**config.mk**
```make
export PLATFORM = sky130hd
export DESIGN_NAME = minhash_bottomk_sorter
export DESIGN_NICKNAME = d
export VERILOG_FILES = /design/src/rtl/minhash_bottomk_sorter_pkg.sv /design/src/rtl/minhash_bottomk_sorter_slot.sv /design/src/rtl/minhash_bottomk_sorter.sv
export SDC_FILE = /design/constraint.sdc
export NUM_CORES = 1
export LEC_CHECK = 0
export BUFFER_PORTS_ARGS = -buffer_cell sky130_fd_sc_hd__buf_4
export CORE_ASPECT_RATIO = 0.9
export CORE_MARGIN = 2
export CORE_UTILIZATION = 48
export CTS_BUF_LIST = sky130_fd_sc_hd__clkbuf_2 sky130_fd_sc_hd__clkbuf_4 sky130_fd_sc_hd__clkbuf_8
export DETAILED_ROUTE_END_ITERATION = 7
export MAX_ROUTING_LAYER = met4
export RECOVER_POWER = 100
export SYNTH_ARGS = -nofsm -noshare
export SYNTH_HDL_FRONTEND = slang
export SYNTH_SLANG_ARGS = --single-unit
export TNS_END_PERCENT = 50
```
**constraint.sdc**
```tcl
create_clock -name clk -period 21.1 [get_ports clk]
set_input_delay 1.055 -clock clk [delete_from_list [all_inputs] [get_ports clk]]
set_output_delay 1.055 -clock clk [all_outputs]
set_load 0.03 [all_outputs]
```
**src/rtl/minhash_bottomk_sorter_pkg.sv**
```systemverilog
`default_nettype none
// +----------------------------------------------------------------------------+
// | minhash_bottomk_sorter_pkg                                                 |
// | Shared types and defaults for the bottom-k MinHash sketch sorter.          |
// | Revision: 1.0                                                              |
// +----------------------------------------------------------------------------+
package minhash_bottomk_sorter_pkg;

    localparam int unsigned HASHER_SORTER_SIGNATURE = 32;
    localparam int unsigned SORTER_INDICE_LEN       = 8;
    localparam int unsigned SORTER_DEPTH            = 8;
    localparam bit          SORTER_DEDUP            = 1'b1;

    typedef struct packed {
        logic [HASHER_SORTER_SIGNATURE-1:0] signature;
        logic [SORTER_INDICE_LEN-1:0]       indice;
    } signature_index_pack;

    typedef enum logic [0:0] {
        S_COLLECT = 1'b0,
        S_DRAIN   = 1'b1
    } sorter_state_e;

    typedef enum logic [1:0] {
        SEL_HOLD        = 2'd0,
        SEL_LOAD_IN     = 2'd1,
        SEL_LOAD_LEFT   = 2'd2,
        SEL_SHIFT_RIGHT = 2'd3
    } slot_sel_e;

endpackage
`default_nettype wire

```
**src/rtl/minhash_bottomk_sorter_slot.sv**
```systemverilog
`default_nettype none
// +----------------------------------------------------------------------------+
// | minhash_sort_slot                                                          |
// | One sketch slot: holds a (signature, index) pair and compares the input.   |
// | Revision: 1.0                                                              |
// +----------------------------------------------------------------------------+
module minhash_sort_slot
    import minhash_bottomk_sorter_pkg::*;
#(
    parameter int unsigned SIG_W = HASHER_SORTER_SIGNATURE,
    parameter int unsigned IDX_W = SORTER_INDICE_LEN
) (
    input  logic             clk,
    input  logic             rst,
    input  logic             clear,
    input  slot_sel_e        sel,
    input  logic [SIG_W-1:0] in_sig,
    input  logic [IDX_W-1:0] in_idx,
    input  logic             left_valid,
    input  logic [SIG_W-1:0] left_sig,
    input  logic [IDX_W-1:0] left_idx,
    input  logic             right_valid,
    input  logic [SIG_W-1:0] right_sig,
    input  logic [IDX_W-1:0] right_idx,
    output logic             valid,
    output logic [SIG_W-1:0] sig,
    output logic [IDX_W-1:0] idx,
    output logic             lt,
    output logic             eq
);

    logic             r_valid;
    logic [SIG_W-1:0] r_sig;
    logic [IDX_W-1:0] r_idx;

    always_ff @(posedge clk or posedge rst) begin
        if (rst) begin
            r_valid <= 1'b0;
            r_sig   <= '0;
            r_idx   <= '0;
        end else if (clear) begin
            r_valid <= 1'b0;
            r_sig   <= '0;
            r_idx   <= '0;
        end else begin
            case (sel)
                SEL_LOAD_IN: begin
                    r_valid <= 1'b1;
                    r_sig   <= in_sig;
                    r_idx   <= in_idx;
                end
                SEL_LOAD_LEFT: begin
                    r_valid <= left_valid;
                    r_sig   <= left_sig;
                    r_idx   <= left_idx;
                end
                SEL_SHIFT_RIGHT: begin
                    r_valid <= right_valid;
                    r_sig   <= right_sig;
                    r_idx   <= right_idx;
                end
                default: begin
                    r_valid <= r_valid;
                    r_sig   <= r_sig;
                    r_idx   <= r_idx;
                end
            endcase
        end
    end

    assign valid = r_valid;
    assign sig   = r_sig;
    assign idx   = r_idx;
    // An empty slot sorts after everything, so lt marks "input belongs at or before here".
    assign lt    = ~r_valid | (in_sig < r_sig);
    assign eq    = r_valid & (in_sig == r_sig);

endmodule
`default_nettype wire

```
**src/rtl/minhash_bottomk_sorter.sv**
```systemverilog
`default_nettype none
// +----------------------------------------------------------------------------+
// | minhash_bottomk_sorter                                                     |
// | Streaming bottom-k sketch: keeps the DEPTH smallest pairs, drains sorted.  |
// | Revision: 1.0                                                              |
// +----------------------------------------------------------------------------+
module minhash_bottomk_sorter
    import minhash_bottomk_sorter_pkg::*;
#(
    parameter int unsigned SIG_W = HASHER_SORTER_SIGNATURE,
    parameter int unsigned IDX_W = SORTER_INDICE_LEN,
    parameter int unsigned DEPTH = SORTER_DEPTH,
    parameter bit          DEDUP = SORTER_DEDUP
) (
    input  logic                       clk,
    input  logic                       rst,
    input  logic                       clear,
    input  logic                       in_valid,
    output logic                       in_ready,
    input  logic [SIG_W-1:0]           in_sig,
    input  logic [IDX_W-1:0]           in_idx,
    input  logic                       in_last,
    output logic                       out_valid,
    input  logic                       out_ready,
    output logic [SIG_W-1:0]           out_sig,
    output logic [IDX_W-1:0]           out_idx,
    output logic                       out_last,
    output logic [$clog2(DEPTH+1)-1:0] count
);

    localparam int unsigned c_cnt_w = $clog2(DEPTH + 1);

    sorter_state_e    r_state, w_state_nxt;
    logic [c_cnt_w-1:0] r_count, w_count_nxt;

    logic [DEPTH-1:0] w_valid, w_lt, w_eq, w_pos;
    logic [SIG_W-1:0] w_sig [DEPTH];
    logic [IDX_W-1:0] w_idx [DEPTH];
    slot_sel_e        w_sel [DEPTH];

    logic [DEPTH-1:0] w_left_valid, w_right_valid;
    logic [SIG_W-1:0] w_left_sig [DEPTH];
    logic [SIG_W-1:0] w_right_sig [DEPTH];
    logic [IDX_W-1:0] w_left_idx [DEPTH];
    logic [IDX_W-1:0] w_right_idx [DEPTH];

    logic w_accept, w_pop, w_insert, w_dup, w_any_lt;

    for (genvar i = 0; i < DEPTH; i++) begin : g_slot
        minhash_sort_slot #(
            .SIG_W (SIG_W),
            .IDX_W (IDX_W)
        ) u_slot (
            .clk         (clk),
            .rst         (rst),
            .clear       (clear),
            .sel         (w_sel[i]),
            .in_sig      (in_sig),
            .in_idx      (in_idx),
            .left_valid  (w_left_valid[i]),
            .left_sig    (w_left_sig[i]),
            .left_idx    (w_left_idx[i]),
            .right_valid (w_right_valid[i]),
            .right_sig   (w_right_sig[i]),
            .right_idx   (w_right_idx[i]),
            .valid       (w_valid[i]),
            .sig         (w_sig[i]),
            .idx         (w_idx[i]),
            .lt          (w_lt[i]),
            .eq          (w_eq[i])
        );
    end

    // Neighbour wiring; the chain ends feed in an empty (all-zero) slot.
    always_comb begin
        w_left_valid  = '0;
        w_right_valid = '0;
        w_left_sig    = '{default: '0};
        w_right_sig   = '{default: '0};
        w_left_idx    = '{default: '0};
        w_right_idx   = '{default: '0};
        for (int i = 1; i < DEPTH; i++) begin
            w_left_valid[i] = w_valid[i-1];
            w_left_sig[i]   = w_sig[i-1];
            w_left_idx[i]   = w_idx[i-1];
        end
        for (int i = 0; i < DEPTH - 1; i++) begin
            w_right_valid[i] = w_valid[i+1];
            w_right_sig[i]   = w_sig[i+1];
            w_right_idx[i]   = w_idx[i+1];
        end
    end

    // lt is a thermometer (0..0 1..1) over sorted slots, so its rising edge is the insert point.
    assign w_pos    = w_lt & ~(w_lt << 1);
    assign w_any_lt = |w_lt;
    assign w_dup    = |w_eq;

    always_comb begin
        w_state_nxt = r_state;
        w_count_nxt = r_count;
        in_ready    = (r_state == S_COLLECT);
        out_valid   = (r_state == S_DRAIN);
        w_accept    = in_valid & in_ready & ~clear;
        w_pop       = out_valid & out_ready & ~clear;
        w_insert    = w_accept & w_any_lt & ~(DEDUP & w_dup);
        if (clear) begin
            w_state_nxt = S_COLLECT;
            w_count_nxt = '0;
        end else begin
            case (r_state)
                S_COLLECT: begin
                    if (w_insert && !w_valid[DEPTH-1]) begin
                        w_count_nxt = r_count + c_cnt_w'(1);
                    end
                    if (w_accept && in_last) begin
                        w_state_nxt = S_DRAIN;
                    end
                end
                S_DRAIN: begin
                    if (w_pop) begin
                        w_count_nxt = r_count - c_cnt_w'(1);
                        if (r_count == c_cnt_w'(1)) begin
                            w_state_nxt = S_COLLECT;
                        end
                    end
                end
                default: w_state_nxt = S_COLLECT;
            endcase
        end
    end

    always_comb begin
        for (int i = 0; i < DEPTH; i++) begin
            w_sel[i] = SEL_HOLD;
            if (w_pop) begin
                w_sel[i] = SEL_SHIFT_RIGHT;
            end else if (w_insert) begin
                if (w_pos[i]) begin
                    w_sel[i] = SEL_LOAD_IN;
                end else if (w_lt[i]) begin
                    w_sel[i] = SEL_LOAD_LEFT;
                end
            end
        end
    end

    always_ff @(posedge clk or posedge rst) begin
        if (rst) begin
            r_state <= S_COLLECT;
            r_count <= '0;
        end else begin
            r_state <= w_state_nxt;
            r_count <= w_count_nxt;
        end
    end

    assign count    = r_count;
    assign out_sig  = out_valid ? w_sig[0] : '0;
    assign out_idx  = out_valid ? w_idx[0] : '0;
    assign out_last = out_valid & (r_count == c_cnt_w'(1));

endmodule
`default_nettype wire

```
==> metrics.md <==
| Metric | Value |
|---|---|
| Comb pwr share | `28.2%` |
| CP startpoint kind | `input pin` |
| H-Tree Level Count | `2` |
| FMAX | `100 MHz` |
| Sequential share of the synthesized area | `35.6%` |
| Reg power frac | `38.7%` |
| I/O pin count | `93` |
| Commonest non-fill, non-tap cells in the layout | `470 x nand2_1, 404 x o21ai_0, 333 x dfrtp_1, 263 x inv_1, 259 x ha_1` |
| CP cell instances | `clkbuf_1 -> ha_1 -> nand4_1 -> nor4_1 -> a2111oi_0 -> nand4b_1 -> clkbuf_1 -> nand2b_2 -> clkbuf_1 -> mux2i_1 -> o21ai_0` |
| Core area | `48000 µm²` |
| Status | `complete, but fails checks` |
| Internal Pwr Total | `1.28 mW` |
| CP Max Fanout | `44` |
| Commonest non-fill, non-tap cell in the layout | `nand2_1` |
| Worst Path Buf+Inv | `3` |
| Number of global-route vias before repair | `22100` |
| PwrDens | `81.1 nW/µm²` |
| Via density | `6.40` |
| CP Capture Type | `register` |
| Crit-path leading delay family | `buffers and inverters` |
| DP HPWL | `64300 µm` |
| Pre-antenna DRT Iters | `5` |
| Register area | `8330 µm²` |
| Fin crit share | `47.2%` |
| Via Count | `23200` |
| Post-synth ARST share | `100%` |
| Max Root-Sink Buffers | `3` |
| Worst-Skew Late Latency | `0.74 ns` |
| TNS Setup | `0 ns` |
| Slew headroom | `-291%` |
| Post-cts hold buffer count | `0` |
| CTS tree | `yes` |
| EDFF count, synth | `0` |
| GP Congestion | `0.942` |
| DRT Wirelength | `97100 µm` |
| Overall power | `2.08 mW` |
| Switching pwr | `0.798 mW` |
| Unique cell type count in the Yosys netlist | `64` |
| Crit path arrival time | `10.56 ns` |
| Largest net degree at the start of global routing | `158` |
| First-pass GRT wire length | `144000 µm` |
| DRT antenna net count | `0` |
| Die Height | `214 µm` |
| Syn_area_per_cell | `7.99 µm²` |
| DRC viols | `0` |
| Worst Path Required | `21.69 ns` |
| Sink Count | `333` |
| Slowest cell on the critical path | `clkbuf_1` |
| FILL cells | `4611` |
| Crit Path Class | `input pin to register` |
| Yosys reg bits | `333` |
| Clock Skew | `0.0682 ns` |
| Most used cell, CP | `clkbuf_1` |
| CTS root buffer | `clkbuf_8` |
| Initial Util | `48.8%` |
| Crit path time final | `9.97 ns` |
| Hold Vio Cnt, Final | `0` |
| Max stage delay on crit path | `2.99 ns` |
| Setup violators final | `0` |
| Area growth syn-to-layout | `9.49%` |
| Max-cap violation count | `16` |
| Overflow after GRT | `0` |
| Area after DPL | `24600 µm²` |
| Worst ir drop on vdd | `53.1 µV` |
| Clock Pin Slew Worst Setup and Hold Paths | `0.06 ns` |
| Setup Buffers After CTS | `0` |
| RSZ-0062 raised after global routing | `no` |
| Util after Layout | `53.4%` |
| Main area contributors after synthesis | `dfrtp_1 36%, ha_1 14%, o21ai_0 8.5%` |
| Rows | `76` |
| Final Cell Area | `25600 µm²` |
| Initial antenna violation count | `11` |
| Post-synth top area share | `35.6%` |
| P_leak | `11.6 nW` |
| NumNets Final | `3246` |
| GR Util All Layers | `39.5%` |
| Initial drt markers | `2845` |
| Syn Nets | `3234` |
| Post-CTS sizing | `0` |
| Clk pwr share | `33.1%` |
| IO Port Bufs | `92` |
| TritonCTS buffer count | `59` |
| Hold WC Path Type | `register to register` |
| Worst-Margin Slew | `5.83 ns` |
| Ys Warns | `0` |
| Mapped Cells | `2929` |
| Routed len/inst | `26.8 µm` |
| Sw Ratio | `38.4%` |
| Slew Limit Fails | `602` |
| Failing checks | `max-capacitance violations, max-slew violations` |
| Mapped cell area | `23400 µm²` |
| Most used DFF post-synth | `dfrtp_1` |
| Multi-input gate area | `13400 µm²` |
| Dominant cell type by area after synthesis | `dfrtp_1` |
| Chip Width | `237 µm` |
| Die ar. | `50600 µm²` |
| Share of cells above drive strength 1 | `6.89%` |
==> layer usage <==
layer	wire (µm)	GRT usage, %	share of wire [%]	up-vias
li1	-	-	-	10400
met1	42700	54.1	44	11300
met4	3580	15.4	3.7	0
met3	11400	12.1	12	216
met2	39400	54.1	41	1291
met5	0	-	0	-
==> worst paths after layout <==
| path | to | from | slack, ns | cells after the start |
|---|---|---|---|---|
| setup / recovery | g_slot[7].u_slot.sig[12] | in_sig[26] | 11.13 | 11 |
| hold / removal | g_slot[0].u_slot.sig[8] | g_slot[0].u_slot.sig[8] | 0.48 | 2 |
| setup reg to reg | g_slot[7].u_slot.sig[12] | g_slot[6].u_slot.sig[29] | 11.62 | 13 |
| hold reg to reg | g_slot[0].u_slot.sig[8] | g_slot[0].u_slot.sig[8] | 0.48 | 2 |
| max in group asynchronous | g_slot[5].u_slot.sig[24] | rst | 13.80 | 3 |
| min in group asynchronous | g_slot[0].u_slot.sig[11] | rst | 2.15 | 2 |
==> synthesized netlist by cell type (3+ instances only) <==
cell and instances:
and3_1 4, a211oi_1 7, o41ai_2 9, and2_0 5
nand4_1 53, nand3_1 44, o211ai_1 24, nor3_1 20
buf_1 8, nor2b_1 9, nor2_1 161, o221ai_1 28
a32oi_1 16, o31ai_1 45, nand2_1 471, ha_1 259
o22ai_1 68, buf_2 30, a22oi_1 19, a31oi_1 4
mux2i_1 57, or3_1 25, and4_1 5, nor4_1 11
and2_1 47, nand2b_1 14, clkbuf_1 139, a21oi_1 255
a221o_1 6, o21ai_1 8, a2111oi_0 4, a221oi_1 28
o21ai_0 397, a21o_1 16, dfrtp_1 333, inv_1 264
a21oi_2 3
==> cells by family after synthesis <==
logic type / synth area share (%)
compound gates: 24.0
xor+xnor: 0.112
fa+ha+maj: 13.8
buf+inv: 7.32
flops: 35.6
mux: 2.44
simple gates: 16.7
==> registers in the layout, summed over array words and instances (netlist names) <==
register,count
out_valid,1
g_slot.u_slot.valid,8
g_slot.u_slot.sig,256
g_slot.u_slot.idx,64
count,4
==> worst register-to-register path: cells and delay by family (launching register included) <==
kind	cells	cell delay, ns
AOI/OAI and AO/OA	2	0.62
adders and majority gates	1	0.32
buffers and inverters	3	5.15
DFF	1	0.40
muxes	1	0.34
and+or+nand+nor	6	2.48
==> metrics by stage <==
| step | instances | hold WS (ns) | worst slack (ns) |
|---|---|---|---|
| detailed placement | 3504 | 0.466 | 15.06 |
| global placement | 3504 | 0.460 | 15.18 |
| finish | 3622 | 0.475 | 11.13 |
| global route | 3622 | 0.503 | 10.92 |
| CTS | 3612 | 0.479 | 15.80 |
| floorplan | 2929 | 0.449 | 10.82 |
==> cell type report <==
class	instances	area share, %
clock buffers	99	4.75
well taps	624	3.05
clock inverters	9	0.376
multi-input cells	2152	52.2
repair buffers	130	3.11
diodes	10	0.0976
flip-flops and latches	333	32.5
inverters	265	3.88
==> power groups by stage <==
stage               Sequential (mW)  Clock (mW)  Combinational [mW]
floorplan                     0.783           0               0.364
global placement              0.809           0               0.559
detailed placement            0.811           0               0.575
CTS                           0.800       0.691               0.577
global route                  0.814       0.718               0.643
finish                        0.804       0.688               0.587
Note: power is estimated with default switching activity, not from simulation.
